`src/rtl/uart_rx_pkg.sv`:
```
// uart_rx_pkg: shared state encoding, width defaults and oversampling
// constants for the UART receive FSM slice (uart_rx_fsm and its counter).
// Optional parity support in the slice is selected with UART_RX_PARITY_EN.
package uart_rx_pkg;

    // Default number of data bits per frame.
    localparam int unsigned DATA_WIDTH_DEF = 8;

    // Legal oversampling ratios for PRESCALE.
    localparam logic [5:0] PRESCALE_X8  = 6'd8;
    localparam logic [5:0] PRESCALE_X16 = 6'd16;
    localparam logic [5:0] PRESCALE_X32 = 6'd32;

    // Receive FSM states; explicit 3-bit codes keep the legacy encoding.
    typedef enum logic [2:0] {
        ST_IDLE   = 3'd0,
        ST_START  = 3'd1,
        ST_DATA   = 3'd2,
        ST_PARITY = 3'd3,
        ST_STOP   = 3'd4
    } rx_state_e;

    // Width of a counter indexing n items; never narrower than one bit.
    function automatic int unsigned cnt_width(input int unsigned n);
        return (n > 1) ? $clog2(n) : 1;
    endfunction

endpackage

```
`src/rtl/uart_rx_edge_bit_counter.sv`:
```
// uart_rx_edge_bit_counter: oversample (edge) counter and data-bit counter
// for the UART receiver. The FSM owns enable/clear; this block reports the
// bit-end strobe and whether the current data bit is the last one.
module uart_rx_edge_bit_counter
    import uart_rx_pkg::*;
#(
    parameter int unsigned DATA_WIDTH = DATA_WIDTH_DEF,
    parameter int unsigned BIT_W      = cnt_width(DATA_WIDTH)
) (
    input  logic             clk,
    input  logic             rst,
    input  logic             cnt_en,
    input  logic             cnt_clr,
    input  logic             bit_inc,
    input  logic [5:0]       prescale,
    output logic [5:0]       edge_cnt,
    output logic [BIT_W-1:0] bit_cnt,
    output logic             bit_end,
    output logic             last_bit
);

    localparam logic [BIT_W-1:0] LAST_IDX = BIT_W'(DATA_WIDTH - 1);

    // Bit end is the final oversample of the current bit period.
    assign bit_end  = cnt_en && (edge_cnt == (prescale - 6'd1));
    assign last_bit = (bit_cnt == LAST_IDX);

    // Oversample index: runs 0..prescale-1 while enabled, wraps at bit end.
    always_ff @(posedge clk) begin
        if (rst || cnt_clr) begin
            edge_cnt <= '0;
        end else if (cnt_en) begin
            edge_cnt <= bit_end ? '0 : edge_cnt + 6'd1;
        end
    end

    // Data-bit index: advances at each bit end while the FSM is in DATA.
    always_ff @(posedge clk) begin
        if (rst || cnt_clr) begin
            bit_cnt <= '0;
        end else if (bit_inc && bit_end) begin
            bit_cnt <= last_bit ? '0 : bit_cnt + 1'b1;
        end
    end

endmodule

```
`src/rtl/uart_rx_fsm.sv`:
```
// uart_rx_fsm: UART receive control FSM. Detects the start edge, steps
// through start/data/(parity)/stop bits using an external majority-voted
// sample, assembles the word LSB first and pulses a status flag per frame.
// Define UART_RX_PARITY_EN to build the PARITY state and parity check;
// without it PAR_EN/PAR_TYP are ignored and par_err is tied low.
module uart_rx_fsm
    import uart_rx_pkg::*;
#(
    parameter int unsigned DATA_WIDTH = DATA_WIDTH_DEF
) (
    input  logic                  clk,
    input  logic                  rst,
    input  logic                  RX_IN,
    input  logic [5:0]            PRESCALE,
    input  logic                  PAR_EN,
    input  logic                  PAR_TYP,
    input  logic                  sampled_bit,
    output logic                  dat_samp_en,
    output logic [5:0]            edge_cnt,
    output logic [DATA_WIDTH-1:0] P_DATA,
    output logic                  data_valid,
    output logic                  par_err,
    output logic                  stp_err
);

    localparam int unsigned BIT_W = cnt_width(DATA_WIDTH);

    rx_state_e        state_q;
    rx_state_e        state_d;
    logic [5:0]       prescale_q;
    logic [BIT_W-1:0] bit_cnt;
    logic             bit_end;
    logic             last_bit;
    logic             start_det;
    logic             stop_end;
    logic             par_fail;

    assign start_det   = (state_q == ST_IDLE) && !RX_IN;
    assign stop_end    = (state_q == ST_STOP) && bit_end;
    assign dat_samp_en = (state_q != ST_IDLE);

    uart_rx_edge_bit_counter #(
        .DATA_WIDTH (DATA_WIDTH),
        .BIT_W      (BIT_W)
    ) u_counter (
        .clk      (clk),
        .rst      (rst),
        .cnt_en   (state_q != ST_IDLE),
        .cnt_clr  (state_q == ST_IDLE),
        .bit_inc  (state_q == ST_DATA),
        .prescale (prescale_q),
        .edge_cnt (edge_cnt),
        .bit_cnt  (bit_cnt),
        .bit_end  (bit_end),
        .last_bit (last_bit)
    );

`ifdef UART_RX_PARITY_EN
    logic par_en_q;
    logic par_typ_q;
    logic par_fail_q;

    // Parity configuration is frozen at the start edge for the whole frame.
    always_ff @(posedge clk) begin
        if (rst) begin
            par_en_q  <= 1'b0;
            par_typ_q <= 1'b0;
        end else if (start_det) begin
            par_en_q  <= PAR_EN;
            par_typ_q <= PAR_TYP;
        end
    end

    // Parity-fail flag: cleared per frame, set when the parity bit disagrees.
    always_ff @(posedge clk) begin
        if (rst || start_det) begin
            par_fail_q <= 1'b0;
        end else if ((state_q == ST_PARITY) && bit_end) begin
            par_fail_q <= (sampled_bit != (^P_DATA ^ par_typ_q));
        end
    end

    assign par_fail = par_fail_q;

    // Parity error pulse, raised alongside the stop-bit decision.
    always_ff @(posedge clk) begin
        if (rst) begin
            par_err <= 1'b0;
        end else begin
            par_err <= stop_end && par_fail_q;
        end
    end
`else
    logic unused_par_cfg;

    assign unused_par_cfg = PAR_EN ^ PAR_TYP;
    assign par_fail       = 1'b0;
    assign par_err        = 1'b0;
`endif

    // Oversampling ratio is frozen at the start edge for the whole frame.
    always_ff @(posedge clk) begin
        if (rst) begin
            prescale_q <= PRESCALE_X8;
        end else if (start_det) begin
            prescale_q <= PRESCALE;
        end
    end

    // Next-state decisions are taken only at bit ends (or the start edge).
    always_comb begin
        state_d = state_q;
        case (state_q)
            ST_IDLE: begin
                if (!RX_IN) state_d = ST_START;
            end
            ST_START: begin
                if (bit_end) state_d = sampled_bit ? ST_IDLE : ST_DATA;
            end
            ST_DATA: begin
                if (bit_end && last_bit) begin
`ifdef UART_RX_PARITY_EN
                    state_d = par_en_q ? ST_PARITY : ST_STOP;
`else
                    state_d = ST_STOP;
`endif
                end
            end
`ifdef UART_RX_PARITY_EN
            ST_PARITY: begin
                if (bit_end) state_d = ST_STOP;
            end
`endif
            ST_STOP: begin
                if (bit_end) state_d = ST_IDLE;
            end
            default: state_d = ST_IDLE;
        endcase
    end

    // State register.
    always_ff @(posedge clk) begin
        if (rst) begin
            state_q <= ST_IDLE;
        end else begin
            state_q <= state_d;
        end
    end

    // Word assembly, LSB first; bits are only overwritten at data bit ends,
    // so the previous word stays visible until the next frame's first bit.
    always_ff @(posedge clk) begin
        if (rst) begin
            P_DATA <= '0;
        end else if ((state_q == ST_DATA) && bit_end) begin
            P_DATA[bit_cnt] <= sampled_bit;
        end
    end

    // Frame status pulses, one cycle after the stop bit end.
    always_ff @(posedge clk) begin
        if (rst) begin
            data_valid <= 1'b0;
            stp_err    <= 1'b0;
        end else begin
            data_valid <= stop_end && sampled_bit && !par_fail;
            stp_err    <= stop_end && !sampled_bit;
        end
    end

endmodule

```
`config.mk`:
```
export PLATFORM = sky130hd
export DESIGN_NAME = uart_rx_fsm
export DESIGN_NICKNAME = d
export VERILOG_FILES = /design/src/rtl/uart_rx_pkg.sv /design/src/rtl/uart_rx_edge_bit_counter.sv /design/src/rtl/uart_rx_fsm.sv
export SDC_FILE = /design/constraint.sdc
export NUM_CORES = 1
export LEC_CHECK = 0
export CAP_MARGIN = 40
export CORE_MARGIN = 2
export CORE_UTILIZATION = 40
export CTS_CLUSTER_SIZE = 16
export DETAILED_ROUTE_END_ITERATION = 8
export PLACE_DENSITY = 0.65
export SETUP_SLACK_MARGIN = 0.1
export SYNTH_ARGS = -nofsm -noshare
export SYNTH_HDL_FRONTEND = slang
export SYNTH_SLANG_ARGS = --single-unit
```
`constraint.sdc`:
```
create_clock -name clk -period 2.3 [get_ports clk]
set_input_delay 0.69 -clock clk [delete_from_list [all_inputs] [get_ports clk]]
set_output_delay 0.69 -clock clk [all_outputs]
set_load 0.01 [all_outputs]
```
# Yosys cells after proc, flatten, opt, wreduce, memory -nomap -nowiden
# Cells that the tools add are included.
# totals
regBits	28
inputBits	12
out_inout_bits	18
word_cells	46
# op_classes
n_addsub	3
n_lt_le_gt_ge	2
n_eq_ne	9
n_mux	11
n_reduce_logical	14
# ops
cell	n
two-way mux 3 bit	5
case mux 3 bit (4 select lines)	1
bitwise mux 8 bit	1
logical AND 1 bit	8
!= test 2 bit, second input constant	4
adder 6 x 1 -> 6 bit, second input constant	1
equality test 3 bit, second input constant	2
equality test 6 bit	1
two-way mux 6 bit	1
subtractor 6 x 1 -> 6 bit, second input constant	1
less-than comparator 3 x 4 -> 1 bit, second input constant	1
AND reduction 4 bit	1
adder 3 x 1 -> 3 bit, second input constant	1
demux 1 bit (select 3 bit)	1
equality test 3 x 1 -> 1 bit, second input constant	1
equality test 3 x 2 -> 1 bit, second input constant	1
>= comparator 3 x 1 -> 1 bit, second input constant	1
logical NOT 3 bit	1
nonzero test 3 bit	1
logical NOT 1 bit	2
two-way mux 2 bit	1
logical OR 1 bit	1
two-way mux 1 bit	1

# Logic depth before layout (Yosys ltp)
# logic_depth
ltp_word	6
ltp_mapped	8
ltp_nobuf	7

# By module
# From an unflattened synthesis, not the netlist that was laid out.
# unflattened
cells_unflattened	158
hier_area_um2	1467.7
# by_module_without_submodules
mod	n_inst	cells_per_inst	area_each_um2	seq_area_each_um2
uart_rx_fsm	1	86	868.3	380.4
uart_rx_edge_bit_counter	1	72	599.3	180.2

# Worst setup path before layout
# Ideal clock, no wire load.
# synth_path
kind	register to register
from	register prescale_q[0]
to	register state_q[1]
setup_ns	0.116
arrival_ns	1.862
t_required_ns	2.184
path_slack_ns	0.322
path_stages_with_launch	9
n_path_buf	1
period_less_slack_ns	1.978
cell_sequence	dfxtp_1 -> inv_1 -> ha_1 -> and2_1 -> a211o_1 -> a32o_1 -> and2_1 -> buf_2 -> a41o_1
# synth_between
elab_chain_len	6
elab_cells_between_ends	8
cone_classes	1 x add/sub; 4 x eq/ne; 3 x reduce/logical
# synth_rtl
item	line_no	source
from (decl)	uart_rx_fsm.sv:30	logic [5:0] prescale_q;
from (signal assigned)	uart_rx_fsm.sv:104	prescale_q <= PRESCALE_X8;
from (signal assigned)	uart_rx_fsm.sv:106	prescale_q <= PRESCALE;
subtractor 6 x 1 -> 6 bit *	uart_rx_edge_bit_counter.sv:25	assign bit_end = cnt_en && (edge_cnt == (prescale - 6'd1));
equality test 6 bit *	uart_rx_edge_bit_counter.sv:25	
logical AND 1 bit *	uart_rx_edge_bit_counter.sv:25	
logical AND 1 bit	uart_rx_fsm.sv:121	if (bit_end && last_bit) begin
!= test 2 bit (no line)	-	
AND reduction 4 bit (no line) *	-	
to (signal assigned)	uart_rx_fsm.sv:146	state_q <= state_d;
to (decl)	uart_rx_fsm.sv:28	rx_state_e state_q;
# Every way passes the cells marked *; elsewhere a longest branch is shown, timed or not.
# A chain may end at the register's enable or synchronous reset.

# Worst setup path in the final report
# layout_path
from	register u_counter.edge_cnt[2]
to	output edge_cnt[2]
# layout_rtl
item	line_no	source
from (decl)	uart_rx_edge_bit_counter.sv:16	output logic [5:0] edge_cnt,
from (signal assigned)	uart_rx_edge_bit_counter.sv:33	edge_cnt <= bit_end ? '0 : edge_cnt + 6'd1;
to (decl)	uart_rx_fsm.sv:19	output logic [5:0] edge_cnt,
# No word-level cell between the ends.

==> flow_summary.yaml <==
sta:
  setup_viol: 0
  hold_viol: 0
  setup_ws_ns: 0.1839
  layout_min_cycle_time_ns: 2.116
  final.setup_skew_ns: 0.003259
  rsz0062_at_grt: "false"
  max_freq_mhz: 472.6
  min_period_over_period: 0.9201
  tns_ns: 0
  finalMaxSlewViolations: 0
synth:
  synthTopCellsByCount: "28 x dfxtp_1, 11 x nand2b_1, 9 x a21oi_1"
  synth_top_area_frac: 0.3923
  syn_area_sq_um: 1429
  ys_warn_count: 0
  post_synth_num_cell_types: 44
  syn_avg_cell_area_sq_um: 9.219
  syn_nets: 171
  ys_top_cells_by_area: "dfxtp_1 39%, mux2i_1 5.6%, nand2b_1 4.8%"
  async_flop_share: 0
  synth-edff-count: 0
  postSynthCellCount: 155
  ys_seq_area_frac: 0.3923
  synthFlopType: "dfxtp_1"
  ys_seq_elements: 28
  yosysMostFrequentCell: "dfxtp_1"
  synth_largest_area_cell: "dfxtp_1"
global_route:
  grt_usage: 0.1605
  grt_max_degree: 16
  antenna_found_initial: 0
  overflow: 0
  first_global_vias: 1180
  grt_pass1_wl_um: 5250
worst_setup_path:
  reg2reg_to: "state_q[1]$_SDFFE_PP0P_"
  cp_num_buf_inv: 1
  startpoint_type: "flip-flop"
  crit_type: "flip-flop to output port"
  cp_slowest_cell: "clkdlybuf4s50_1"
  cp-end-kind: "output port"
  cp.required_ns: 1.61
  critPathMaxFanout: 7
  reg2reg_from: "prescale_q[1]$_SDFFE_PP0P_"
  crit_chain: "clkdlybuf4s50_1"
  rr_worst_depth: 7
  ff2ff_setup_slack_ns: 0.25
  timing.critical_path.arrival_ns: 1.43
  critPathMaxStageDelay_ns: 0.60
  worst_path_dominant_cell_family: "buffers and inverters"
clocking:
  clock_latency_ns: 0.32
  cts_buffers: 3
  cts_sinks: 28
  cts_setup_buffers: 0
  clkSlewWorstSetupHoldPaths_ns: 0.15
  cts_tree: "built"
  cts_root_buf: "clkbuf_4"
  post_cts_resized: 1
  h-tree-depth: 1
  postCtsHoldBufs: 0
  cts.path.max_buffers: 2
placed_design:
  pre_cts_slack_ns: 0.1854
  routabilityCongestion: 0.7618
  dp_hpwl_um: 2312
  port-buffer-count: 26
  place_area_sq_um: 1748
worst_hold_path:
  hold_depth: 2
  holdPathEnd: "P_DATA[3]$_SDFFE_PP0P_"
  hold_path_startpoint: "P_DATA[3]$_SDFFE_PP0P_"
  hold_class: "flip-flop to flip-flop"
cells_and_area:
  multi_input_area_sq_um: 822.0
  drive_above_1_share: 0.1099
  fillerInstances: 328
  regArea_sq_um: 563.0
  area_delta_synth_final_pct: 25.04
  diodes: 0
  final_area_sq_um: 1787
  nets: 199
power_and_ir_drop:
  p_per_area_nw_per_um2: 487.4
  max-vdd-ir-drop_uv: 278.7
  leakage_nw: 0.6992
  power_mw: 0.8709
run_status:
  status: "finished, final reports clean"
drt:
  drtAntennaViolNets: 0
  drc: 0
  viasPerCell: 5.268
  drt_wl_total_um: 3075
  drt_iter0_drc: 44
  vias: 1201
  dr.pass1.iters: 3
  wl_per_cell_um: 13.49
floorplan:
  die_w_um: 63.77
  ios: 30
  start_util: 0.4216
  dieArea_sq_um: 4066
  die_h_um: 63.77
  core_sq_um: 3390
  floorplan.rows: 21
job:
  cap_viol_max_count: 0
[through the flow]
| step | util | hold slack (ns) | instances |
|---|---|---|---|
| 2_1_floorplan | - | 0.4654 | 155 |
| 3_3_place_gp | 0.5157 | 0.4616 | 224 |
| 3_5_place_dp | 0.5157 | 0.4715 | 224 |
| 4_1_cts | 0.5260 | 0.4944 | 228 |
| 5_1_grt | 0.5271 | 0.5141 | 228 |
| 6_report | 0.5271 | 0.4856 | 228 |
[sequential cells by signal (all words and copies together), names as in the netlist]
signal / flops
stp_err: 1
u_counter.edge_cnt: 6
data_valid: 1
state_q: 3
u_counter.bit_cnt: 3
prescale_q: 6
P_DATA: 8
[cell families after synthesis]
family / after synthesis / synth area share
and+or+nand+nor: 63 / 0.2645
AOI/OAI and AO/OA: 29 / 0.1436
DFF: 28 / 0.3923
xor gates and xnor gates: 11 / 0.07268
buffers and inverters: 11 / 0.03328
muxes: 8 / 0.05604
adders and majority gates: 4 / 0.03503
other: 1 / 0.002624
[cell type report]
cell class / instances / area share
flip-flops and latches: 28 / 0.3151
repair buffers: 31 / 0.1660
clock buffers: 4 / 0.02031
inverters: 3 / 0.006303
well taps: 46 / 0.03221
multi-input cells: 116 / 0.4601
[layout by cell type (no fill, tap or decap), drive strengths merged, types with 2 or more instances in the layout]
cell	Yosys	routed
nand3	3	3
buf	5	5
a211o	2	2
ha	4	4
clkdlybuf4s50	0	25
xor2	5	5
mux2i	8	8
nand2	7	7
nand4	4	4
nor2	7	7
dfxtp	28	28
nand2b	11	11
a21oi	10	10
nand4b	3	3
o21ai	8	8
and4	3	3
nor2b	5	5
nor3	9	9
inv	3	3
and3	3	3
and2	2	2
clkbuf	3	4
xnor2	6	6
or4	2	2
[layer usage]
metal / part of all wire / up-vias / global-route usage
met5: 0 / - / 0
met4: 0.0046 / 0 / 0.04076
met3: 0.031 / 2 / 0.02817
met2: 0.48 / 21 / 0.2737
met1: 0.48 / 568 / 0.2099
li1: - / 610 / -
[worst max-delay path by stage]
stage / cells past startpoint / slack [ns] / from / end
floorplan: 8 / 0.32 / prescale_q[0]$_SDFFE_PP0P_ / state_q[1]$_SDFFE_PP0P_
global placement: 7 / 0.25 / prescale_q[1]$_SDFFE_PP0P_ / state_q[1]$_SDFFE_PP0P_
detailed placement: 7 / 0.19 / prescale_q[1]$_SDFFE_PP0P_ / state_q[1]$_SDFFE_PP0P_
CTS: 2 / 0.15 / state_q[0]$_SDFFE_PP0P_ / dat_samp_en
global route: 1 / 0.12 / u_counter.edge_cnt[2]$_SDFFE_PP0N_ / edge_cnt[2]
finish: 1 / 0.18 / u_counter.edge_cnt[2]$_SDFFE_PP0N_ / edge_cnt[2]
[power by group]
| group | switching (mW) | leakage, nW | internal (mW) |
|---|---|---|---|
| logic | 0.0652 | 0.451 | 0.0588 |
| registers | 0.0112 | 0.228 | 0.495 |
| clock network | 0.144 | 0.0210 | 0.0968 |
| total | 0.220 | 0.699 | 0.651 |
No activity file was read; power rests on OpenSTA's default activity.
